**config.mk**
```make
export PLATFORM = sky130hd
export DESIGN_NAME = dmac_write_response_tracker
export DESIGN_NICKNAME = d
export VERILOG_FILES = /design/src/rtl/dmac_write_response_tracker.sv
export SDC_FILE = /design/constraint.sdc
export NUM_CORES = 1
export LEC_CHECK = 0
export CORE_MARGIN = 5
export CORE_UTILIZATION = 50
export CTS_BUF_LIST = sky130_fd_sc_hd__clkbuf_16
export DETAILED_ROUTE_END_ITERATION = 8
export PLACE_DENSITY = 0.81
export RECOVER_POWER = 50
export SYNTH_ARGS = -nofsm -noshare
export SYNTH_HDL_FRONTEND = slang
export SYNTH_SLANG_ARGS = --single-unit
```
**constraint.sdc**
```tcl
create_clock -name clk -period 3.45 [get_ports clk]
set_input_delay 0.69 -clock clk [delete_from_list [all_inputs] [get_ports clk]]
set_output_delay 0.69 -clock clk [all_outputs]
set_load 0.05 [all_outputs]
```
**src/rtl/dmac_write_response_tracker.sv**
```systemverilog
// Tracks outstanding AXI write bursts in issue order, retires one per B response,
// accumulates per-channel errors and reports per-transfer completion.
module dmac_write_response_tracker #(
  parameter int CHANNEL_COUNT   = 8,
  parameter int MAX_OUTSTANDING = 8,
  localparam int CH_WD  = (CHANNEL_COUNT > 1) ? $clog2(CHANNEL_COUNT) : 1,
  localparam int CNT_WD = $clog2(MAX_OUTSTANDING + 1)
) (
  input  logic              clk,
  input  logic              rst,
  input  logic              burst_issue_valid,
  output logic              burst_issue_ready,
  input  logic [CH_WD-1:0]  burst_issue_channel,
  input  logic              burst_issue_last,
  input  logic              m_axi_bvalid,
  output logic              m_axi_bready,
  input  logic [1:0]        m_axi_bresp,
  output logic              xfer_done_valid,
  input  logic              xfer_done_ready,
  output logic [CH_WD-1:0]  xfer_done_channel,
  output logic [1:0]        xfer_done_resp,
  output logic [CNT_WD-1:0] outstanding_count,
  output logic              idle
);

  localparam int PTR_WD = $clog2(MAX_OUTSTANDING);
  localparam logic [1:0] RESP_OKAY = 2'b00;
  localparam logic [CNT_WD-1:0] FULL_COUNT = CNT_WD'(MAX_OUTSTANDING);

  logic [CH_WD-1:0]  fifoCh_q   [MAX_OUTSTANDING];
  logic              fifoLast_q [MAX_OUTSTANDING];
  logic [PTR_WD-1:0] wrPtr_q, rdPtr_q;
  logic [CNT_WD-1:0] count_q, count_d;
  logic [1:0]        err_q [CHANNEL_COUNT];
  logic              doneValid_q;
  logic [CH_WD-1:0]  doneCh_q;
  logic [1:0]        doneResp_q;

  logic              push, pop;
  logic [CH_WD-1:0]  headCh;
  logic              headLast;
  logic [1:0]        headErr;

  assign headCh   = fifoCh_q[rdPtr_q];
  assign headLast = fifoLast_q[rdPtr_q];
  assign headErr  = err_q[headCh];

  // A last-burst response may only retire when the completion register can take it.
  assign burst_issue_ready = (count_q != FULL_COUNT);
  assign m_axi_bready      = (count_q != '0) && (!doneValid_q || xfer_done_ready || !headLast);
  assign push              = burst_issue_valid && burst_issue_ready;
  assign pop               = m_axi_bvalid && m_axi_bready;

  always_comb begin
    count_d = count_q;
    if (push && !pop) begin
      count_d = count_q + CNT_WD'(1);
    end else if (pop && !push) begin
      count_d = count_q - CNT_WD'(1);
    end
  end

  always_ff @(posedge clk or posedge rst) begin
    if (rst) begin
      wrPtr_q <= '0;
      rdPtr_q <= '0;
      count_q <= '0;
      for (int i = 0; i < MAX_OUTSTANDING; i++) begin
        fifoCh_q[i]   <= '0;
        fifoLast_q[i] <= 1'b0;
      end
    end else begin
      count_q <= count_d;
      if (push) begin
        fifoCh_q[wrPtr_q]   <= burst_issue_channel;
        fifoLast_q[wrPtr_q] <= burst_issue_last;
        wrPtr_q             <= wrPtr_q + PTR_WD'(1);
      end
      if (pop) begin
        rdPtr_q <= rdPtr_q + PTR_WD'(1);
      end
    end
  end

  // Only the first non-OKAY response of a transfer is kept; the last burst clears it.
  always_ff @(posedge clk or posedge rst) begin
    if (rst) begin
      for (int i = 0; i < CHANNEL_COUNT; i++) begin
        err_q[i] <= RESP_OKAY;
      end
    end else if (pop) begin
      if (headLast) begin
        err_q[headCh] <= RESP_OKAY;
      end else if (m_axi_bresp != RESP_OKAY && headErr == RESP_OKAY) begin
        err_q[headCh] <= m_axi_bresp;
      end
    end
  end

  always_ff @(posedge clk or posedge rst) begin
    if (rst) begin
      doneValid_q <= 1'b0;
      doneCh_q    <= '0;
      doneResp_q  <= RESP_OKAY;
    end else if (pop && headLast) begin
      doneValid_q <= 1'b1;
      doneCh_q    <= headCh;
      doneResp_q  <= (headErr != RESP_OKAY) ? headErr : m_axi_bresp;
    end else if (doneValid_q && xfer_done_ready) begin
      doneValid_q <= 1'b0;
    end
  end

  assign xfer_done_valid   = doneValid_q;
  assign xfer_done_channel = doneCh_q;
  assign xfer_done_resp    = doneResp_q;
  assign outstanding_count = count_q;
  assign idle              = (count_q == '0) && !doneValid_q;

  pushWhileFull: assert property (@(posedge clk) disable iff (rst)
    burst_issue_valid |-> burst_issue_ready);

  acceptWhileEmpty: assert property (@(posedge clk) disable iff (rst)
    (m_axi_bvalid && count_q == '0) |-> !m_axi_bready);

endmodule
```
==> results_dict.tcl, run 1 <==
set metrics [dict create \
    clk-insertion-delay-late_ps 330 \
    synth_cells 242 \
    dominantRegCellSynth "dfrtp_1" \
    max_freq_mhz 346 \
    initial_utilization 0.506 \
    synth_top_cell_by_area "dfrtp_1" \
    synth_top_family_by_area "multiplexers" \
    timing_worst_setup_path_type "flip-flop to flip-flop" \
    synthSimpleGateAreaFrac 0.111 \
    cts_buffer_depth 2 \
    dp.final_hpwl_um 4420 \
    drive_gt1_frac 0.248 \
    postSynthAreaPerCell_um2 13.1 \
    slew_headroom 0.302 \
    finalWeightedCongestion 0.797 \
    dieArea_um2 8040 \
    final_net_count 294 \
    number_of_enable_flip_flop_cells_after_synthesis 0 \
    postLayoutCoreUtil 0.607 \
    htree_levels 3 \
    period_needed_ps 2890 \
    vias_in_the_first_global_route 2099 \
    pin_count 24 \
    worst-endpoint-arrival_ps 3100 \
    grt_util_all_layers 0.179 \
    final.setup_skew_ps 3.52 \
    synth.net_count 259 \
    synthDominantCellAreaShare 0.505 \
    worstSetupStartpoint "rdPtr_q[0]$_DFFE_PP0N_" \
    ys_async_sr_fraction 1.00 \
    setup.worst_path.end "outstanding_count[3]$_DFFE_PP0P_" \
    synth_compound_gate_area_share 0.0863 \
    cp_max_fo 3 \
    numCtsBuffers 9 \
    route.detailed.wl_per_inst_um 17.4 \
    post-cts-setup-buffers 0 \
    grt_setup_unrepaired "false" \
    register_area_um2 1600 \
    worstRegToRegCells 12 \
    cts_tree "built" \
    worst_ep_required_time_ps 3660 \
    finalMaxSlewViolations 0 \
    hold_path_class "flip-flop to flip-flop" \
    worst_slew_pin_slew_ps 1050 \
    regToRegSetupSlack_ps 560 \
    diodes 0 \
    yosys_warnings 0 \
    detailedRoute.firstIterationViolations 73 \
    synth.cell_area_um2 3170 \
    grt_antenna_before_repair 0 \
    global_route_wire_length_before_repair_um 10600 \
    ys_seq_elements 64 \
    area_occupied_by_multi_input_gates_um2 1510 \
    drc_errors 0 \
    synth.distinct_cells 42 \
    r2r_start "rdPtr_q[0]$_DFFE_PP0N_" \
    antenna_left 0 \
    fillerInstances 487 \
    result_of_the_run "finished clean" \
    areaGrowthSynthToFinish_pct 20.1 \
    overflow 0 \
    grt_max_degree 29 \
    io_buffer_count 23 \
    crit_path_end_kind "flip-flop" \
    core_region_area_um2 6280 \
    synthAdderAreaFrac 0.0260 \
    synth-xor-area-share 0.0221 \
    avgViaCountPerCell 5.65 \
    final.period_utilization 0.837 \
    start_kind "flip-flop" \
    yosys-top-cells-area "dfrtp_1 (50%), mux2_2 (12%), mux2i_1 (4.7%), o2bb2ai_1 (4.4%), mux4_2 (4.3%)" \
    setup_violations 0 \
    seq_area_frac_synth 0.505 \
    clock-root-buffer "clkbuf_16" \
    num_vias 2027 \
    rows 29 \
    dieWidth_um 89.7 \
    tritoncts_num_sinks 64 \
    die_y_um 89.7 \
    number_of_hold_slack_violations_in_the_final_timing_report 0 \
    synth.area.mux_share 0.229 \
    route.final.wire_length_um 6230 \
    cts_resized 0 \
    accumulated_negative_setup_slack_ps 0 \
    cts.clk_slew.worst_paths_ps 50 \
    reg2reg_capture_point "outstanding_count[3]$_DFFE_PP0P_" \
    firstDrtPassIters 4 \
    max_cap_violations 0 \
    hold_bufs_inserted_after_cts 0 \
]
flip-flops by register name (all words and copies together), names as in the netlist:
register           cells
rdPtr_q                3
xfer_done_channel      3
xfer_done_resp         2
wrPtr_q                3
fifoCh_q              24
err_q                 16
xfer_done_valid        1
outstanding_count      4
fifoLast_q             8
routing by layer:
layer	up-vias	global-route usage	routed length, um
met4	0	0.0690	61
met3	8	0.0547	280
met5	-	0	0
met1	1009	0.229	2780
li1	974	-	-
met2	36	0.285	3100
stage by stage:
| stage | area, um2 | worst slack [ps] | hold WS [ps] | cells |
|---|---|---|---|---|
| global placement | 3510 | 601 | 471 | 343 |
| CTS | 3820 | 559 | 489 | 359 |
| global route | 3810 | 423 | 498 | 359 |
| finish | 3810 | 564 | 488 | 359 |
| detailed placement | 3510 | 504 | 473 | 343 |
| floorplan | 3170 | 96.4 | 455 | 242 |
critical path: stages (launching register included):
cell     delay [ps]
dfrtp_1         390
mux4_2          550
mux2_2          320
a21oi_4         180
nand2_2          70
ha_1            200
inv_1           120
ha_1            240
a21o_1          180
a21oi_1         160
xnor2_1         140
nor2_1           70
xor2_1          140
cells in the mapped netlist (4+ instances only):
cell	count
xnor2_1	7
mux2i_1	15
nand2b_1	6
dfrtp_1	64
o2bb2ai_1	16
mux4_2	6
or3_1	4
ha_1	5
nor2_1	8
nand2_1	18
mux2_2	35
inv_1	4
nand3_1	7
logic make-up after synthesis:
kind of cell	count (synthesis)
xor+xnor	8
simple gates	61
mux	58
flops	64
buf+inv	12
fa+ha+maj	6
compound gates	33
worst min-delay path by stage:
stage | start | end | slack (ps) | cells after the start
finish | err_q[14]$_DFFE_PP0P_ | err_q[14]$_DFFE_PP0P_ | 490 | 1
global route | err_q[4]$_DFFE_PP0P_ | err_q[4]$_DFFE_PP0P_ | 500 | 1
CTS | err_q[4]$_DFFE_PP0P_ | err_q[4]$_DFFE_PP0P_ | 490 | 1
detailed placement | err_q[4]$_DFFE_PP0P_ | err_q[4]$_DFFE_PP0P_ | 470 | 1
global placement | err_q[13]$_DFFE_PP0P_ | err_q[13]$_DFFE_PP0P_ | 470 | 1
floorplan | err_q[0]$_DFFE_PP0P_ | err_q[0]$_DFFE_PP0P_ | 460 | 1
final cells by class:
type / instances / share of cell area
Tap cell: 77 / 0.0253
Timing Repair Buffer: 32 / 0.0758
Multi-Input combinational cell: 166 / 0.395
Sequential cell: 64 / 0.420
Clock buffer: 9 / 0.0591
Inverter: 4 / 0.00394
Clock inverter: 7 / 0.0207
cells in the final DEF (no fill, tap or decap), drive strengths merged:
master,count
dfrtp,64
mux2,35
clkdlybuf4s50,20
nand2,19
o2bb2ai,16
mux2i,16
clkbuf,11
nor2,9
buf,8
nand3,7
xnor2,7
mux4,7
inv,6
nand2b,6
ha,5
a21oi,5
or3,4
a22oi,4
o21ai,4
nor3,3
clkinv,3
nand4,3
nand4b,2
nor4b,2
nor2b,2
nand3b,2
a21o,2
a31oi,2
bufinv,2
dlygate4sd3,2
nor4,1
or2,1
xor2,1
fa,1
Power of run 1 is not shown: default switching activity piles up to over one toggle a cycle in this logic, so the estimate is an artifact.
==> run 2: changes to the inputs <==
--- a/config.mk
+++ b/config.mk
@@ -9,7 +9,7 @@
 export CORE_UTILIZATION = 50
 export CTS_BUF_LIST = sky130_fd_sc_hd__clkbuf_16
 export DETAILED_ROUTE_END_ITERATION = 8
-export PLACE_DENSITY = 0.81
+export PLACE_DENSITY = 0.84
 export RECOVER_POWER = 50
 export SYNTH_ARGS = -nofsm -noshare
 export SYNTH_HDL_FRONTEND = slang
==> constraint.sdc (replaced) <==
create_clock -name clk -period 2.38 [get_ports clk]
set_input_delay 0.476 -clock clk [delete_from_list [all_inputs] [get_ports clk]]
set_output_delay 0.476 -clock clk [all_outputs]
set_load 0.05 [all_outputs]
==> run 2 against run 1 <==
The flow now finishes with violations (capacitance limit, slew limit, setup timing); sequential share of layout area fell by 5.4 points; setup slack worse by 810 ps; critical path type unchanged; die area unchanged; clock-buffer cell count unchanged; critical endpoint unchanged; via count is 13% higher; sequential cell count unchanged; hold slack better by 13 ps; critical path depth stayed put; final area rose by 15%; clock skew up 3.0 ps; register-to-register slack worse by 810 ps.
==> results_dict.tcl, run 2 (synthesis gave the netlist of run 1 again) <==
set metrics [dict create \
    result_of_the_run "finished with violations" \
    violations "capacitance limit, slew limit, setup timing" \
    cts_buffer_depth 2 \
    critical_path.slowest_cell "mux4_2" \
    vias_in_the_first_global_route 2411 \
    final_common_cell "dfrtp_1" \
    htree_levels 3 \
    reg2reg_capture_point "outstanding_count[3]$_DFFE_PP0P_" \
    finalWeightedCongestion 0.815 \
    diodes 0 \
    period_needed_ps 2630 \
    global_route_wire_length_before_repair_um 12500 \
    postPlaceCellArea_um2 3790 \
    antenna_left 0 \
    drive_gt1_frac 0.465 \
    hold_path_class "flip-flop to flip-flop" \
    setup_violations 24 \
    start_kind "flip-flop" \
    finalInstanceArea_um2 4390 \
    clk-insertion-delay-late_ps 330 \
    critical_path.cell_chain "mux4_2, mux2_4, a21oi_4, nand2_4, ha_4, inv_4, ha_4, a21o_1, a21oi_2, xnor2_1, nor2_1, xor2_1" \
    dieArea_um2 8040 \
    route.top_layer_used "met4" \
    die_y_um 89.7 \
    regToRegSetupSlack_ps -250 \
    io_buffer_count 23 \
    num_vias 2285 \
    detailroute.wirelength.met3_um 404 \
    route.detailed.wl_per_inst_um 20.1 \
    largest_register_ffs 24 \
    worstRegToRegCells 12 \
    timing_worst_setup_path_type "flip-flop to flip-flop" \
    finalMaxSlewViolations 65 \
    pin_count 24 \
    cts.clk_slew.worst_paths_ps 50 \
    final.period_utilization 1.10 \
    cp_max_fo 3 \
    avgViaCountPerCell 5.78 \
    final.setup_skew_ps 6.50 \
    grt_max_degree 65 \
    clock-root-buffer "clkbuf_16" \
    numCtsBuffers 9 \
    hold_critical_path_depth 1 \
    slew_headroom -0.0395 \
    grt_util_all_layers 0.212 \
    largestRegisters "fifoCh_q (24), err_q (16), fifoLast_q (8)" \
    dieWidth_um 89.7 \
    grt_antenna_before_repair 0 \
    dp.final_hpwl_um 4810 \
    hold_bufs_inserted_after_cts 0 \
    tritoncts_num_sinks 64 \
    worst_slew_pin_slew_ps 1560 \
    worst-endpoint-arrival_ps 2840 \
    rows 29 \
    number_of_hold_slack_violations_in_the_final_timing_report 0 \
    worst_ep_required_time_ps 2590 \
    route.final.wire_length_um 7940 \
    largest-register "fifoCh_q" \
    detailedRoute.firstIterationViolations 108 \
    firstDrtPassIters 4 \
    max_freq_mhz 381 \
    drt-met1-wl_um 3330 \
    final_net_count 331 \
    overflow 0 \
    crit_path_end_kind "flip-flop" \
    worst_slack_ps -248 \
    holdPathEnd "fifoLast_q[2]$_DFFE_PP0P_" \
    path_common_cell "ha_4" \
    max_cap_violations 1 \
    core_region_area_um2 6280 \
    drc_errors 0 \
    r2r_start "rdPtr_q[0]$_DFFE_PP0N_" \
    timing.critical_path.slowest_cell_delay_ps 520 \
    initial_utilization 0.506 \
    areaGrowthSynthToFinish_pct 38.2 \
    hp-start "fifoLast_q[2]$_DFFE_PP0P_" \
    cts_tree "built" \
    met2_wirelength_um 4010 \
    layout_common_cells "dfrtp_1 (62), buf_4 (37), mux2_2 (33), clkdlybuf4s50_1 (20), nand2_1 (17)" \
    grt_setup_unrepaired "true" \
]
[run 2: through the flow]
stage,setup slack (ps),util,setup TNS (ps),std cells,hold WS [ps]
6_report,-248,0.699,-3740,395,501
3_3_place_gp,-164,0.604,-389,367,474
5_1_grt,-360,0.699,-8350,395,520
2_1_floorplan,-755,-,-4710,242,455
3_5_place_dp,-240,0.604,-1660,367,475
4_1_cts,-239,0.677,-2230,386,502
[run 2: layer usage]
layer	track usage	vias to the layer above
met5	0	-
met4	0.0717	0
met3	0.0803	18
met2	0.342	58
met1	0.263	1165
li1	-	1044
[run 2: layout make-up]
class / instances / area, um2
inverter: 4 / 17.5
tap: 77 / 96.3
clock inverter: 6 / 76.3
timing repair buffer: 68 / 643
sequential: 64 / 1600
clock buffer: 9 / 225
multi-input combinational: 167 / 1720
fill: 401 / 1890
[run 2: how the worst max path moves through the flow]
stage,depth (start not counted),end,startpoint
3_3_place_gp,12,outstanding_count[3]$_DFFE_PP0P_,rdPtr_q[0]$_DFFE_PP0N_
6_report,12,outstanding_count[3]$_DFFE_PP0P_,rdPtr_q[0]$_DFFE_PP0N_
2_1_floorplan,13,outstanding_count[3]$_DFFE_PP0P_,rdPtr_q[0]$_DFFE_PP0N_
3_5_place_dp,12,outstanding_count[3]$_DFFE_PP0P_,rdPtr_q[0]$_DFFE_PP0N_
4_1_cts,12,outstanding_count[3]$_DFFE_PP0P_,rdPtr_q[0]$_DFFE_PP0N_
5_1_grt,12,outstanding_count[3]$_DFFE_PP0P_,rdPtr_q[1]$_DFFE_PP0N_
[run 2: worst max-delay path, delay by kind of cell, from the launching register on]
| kind | cells | cell delay, ps |
|---|---|---|
| AO/OA/AOI/OAI | 3 | 500 |
| XOR/XNOR | 2 | 280 |
| adder cells (fa/ha/maj) | 2 | 360 |
| buffers and inverters | 1 | 70 |
| flip-flops | 1 | 380 |
| multiplexers | 2 | 800 |
| AND/OR/NAND/NOR | 2 | 130 |
[run 2: timing repair]
item,in CTS,in global routing
pin swaps,12,8
gates resized for setup,24,16
endpoints found under the setup margin,21,24
gates cloned,0,2
setup buffers,4,7
Power of run 2 is left out for the same reason.
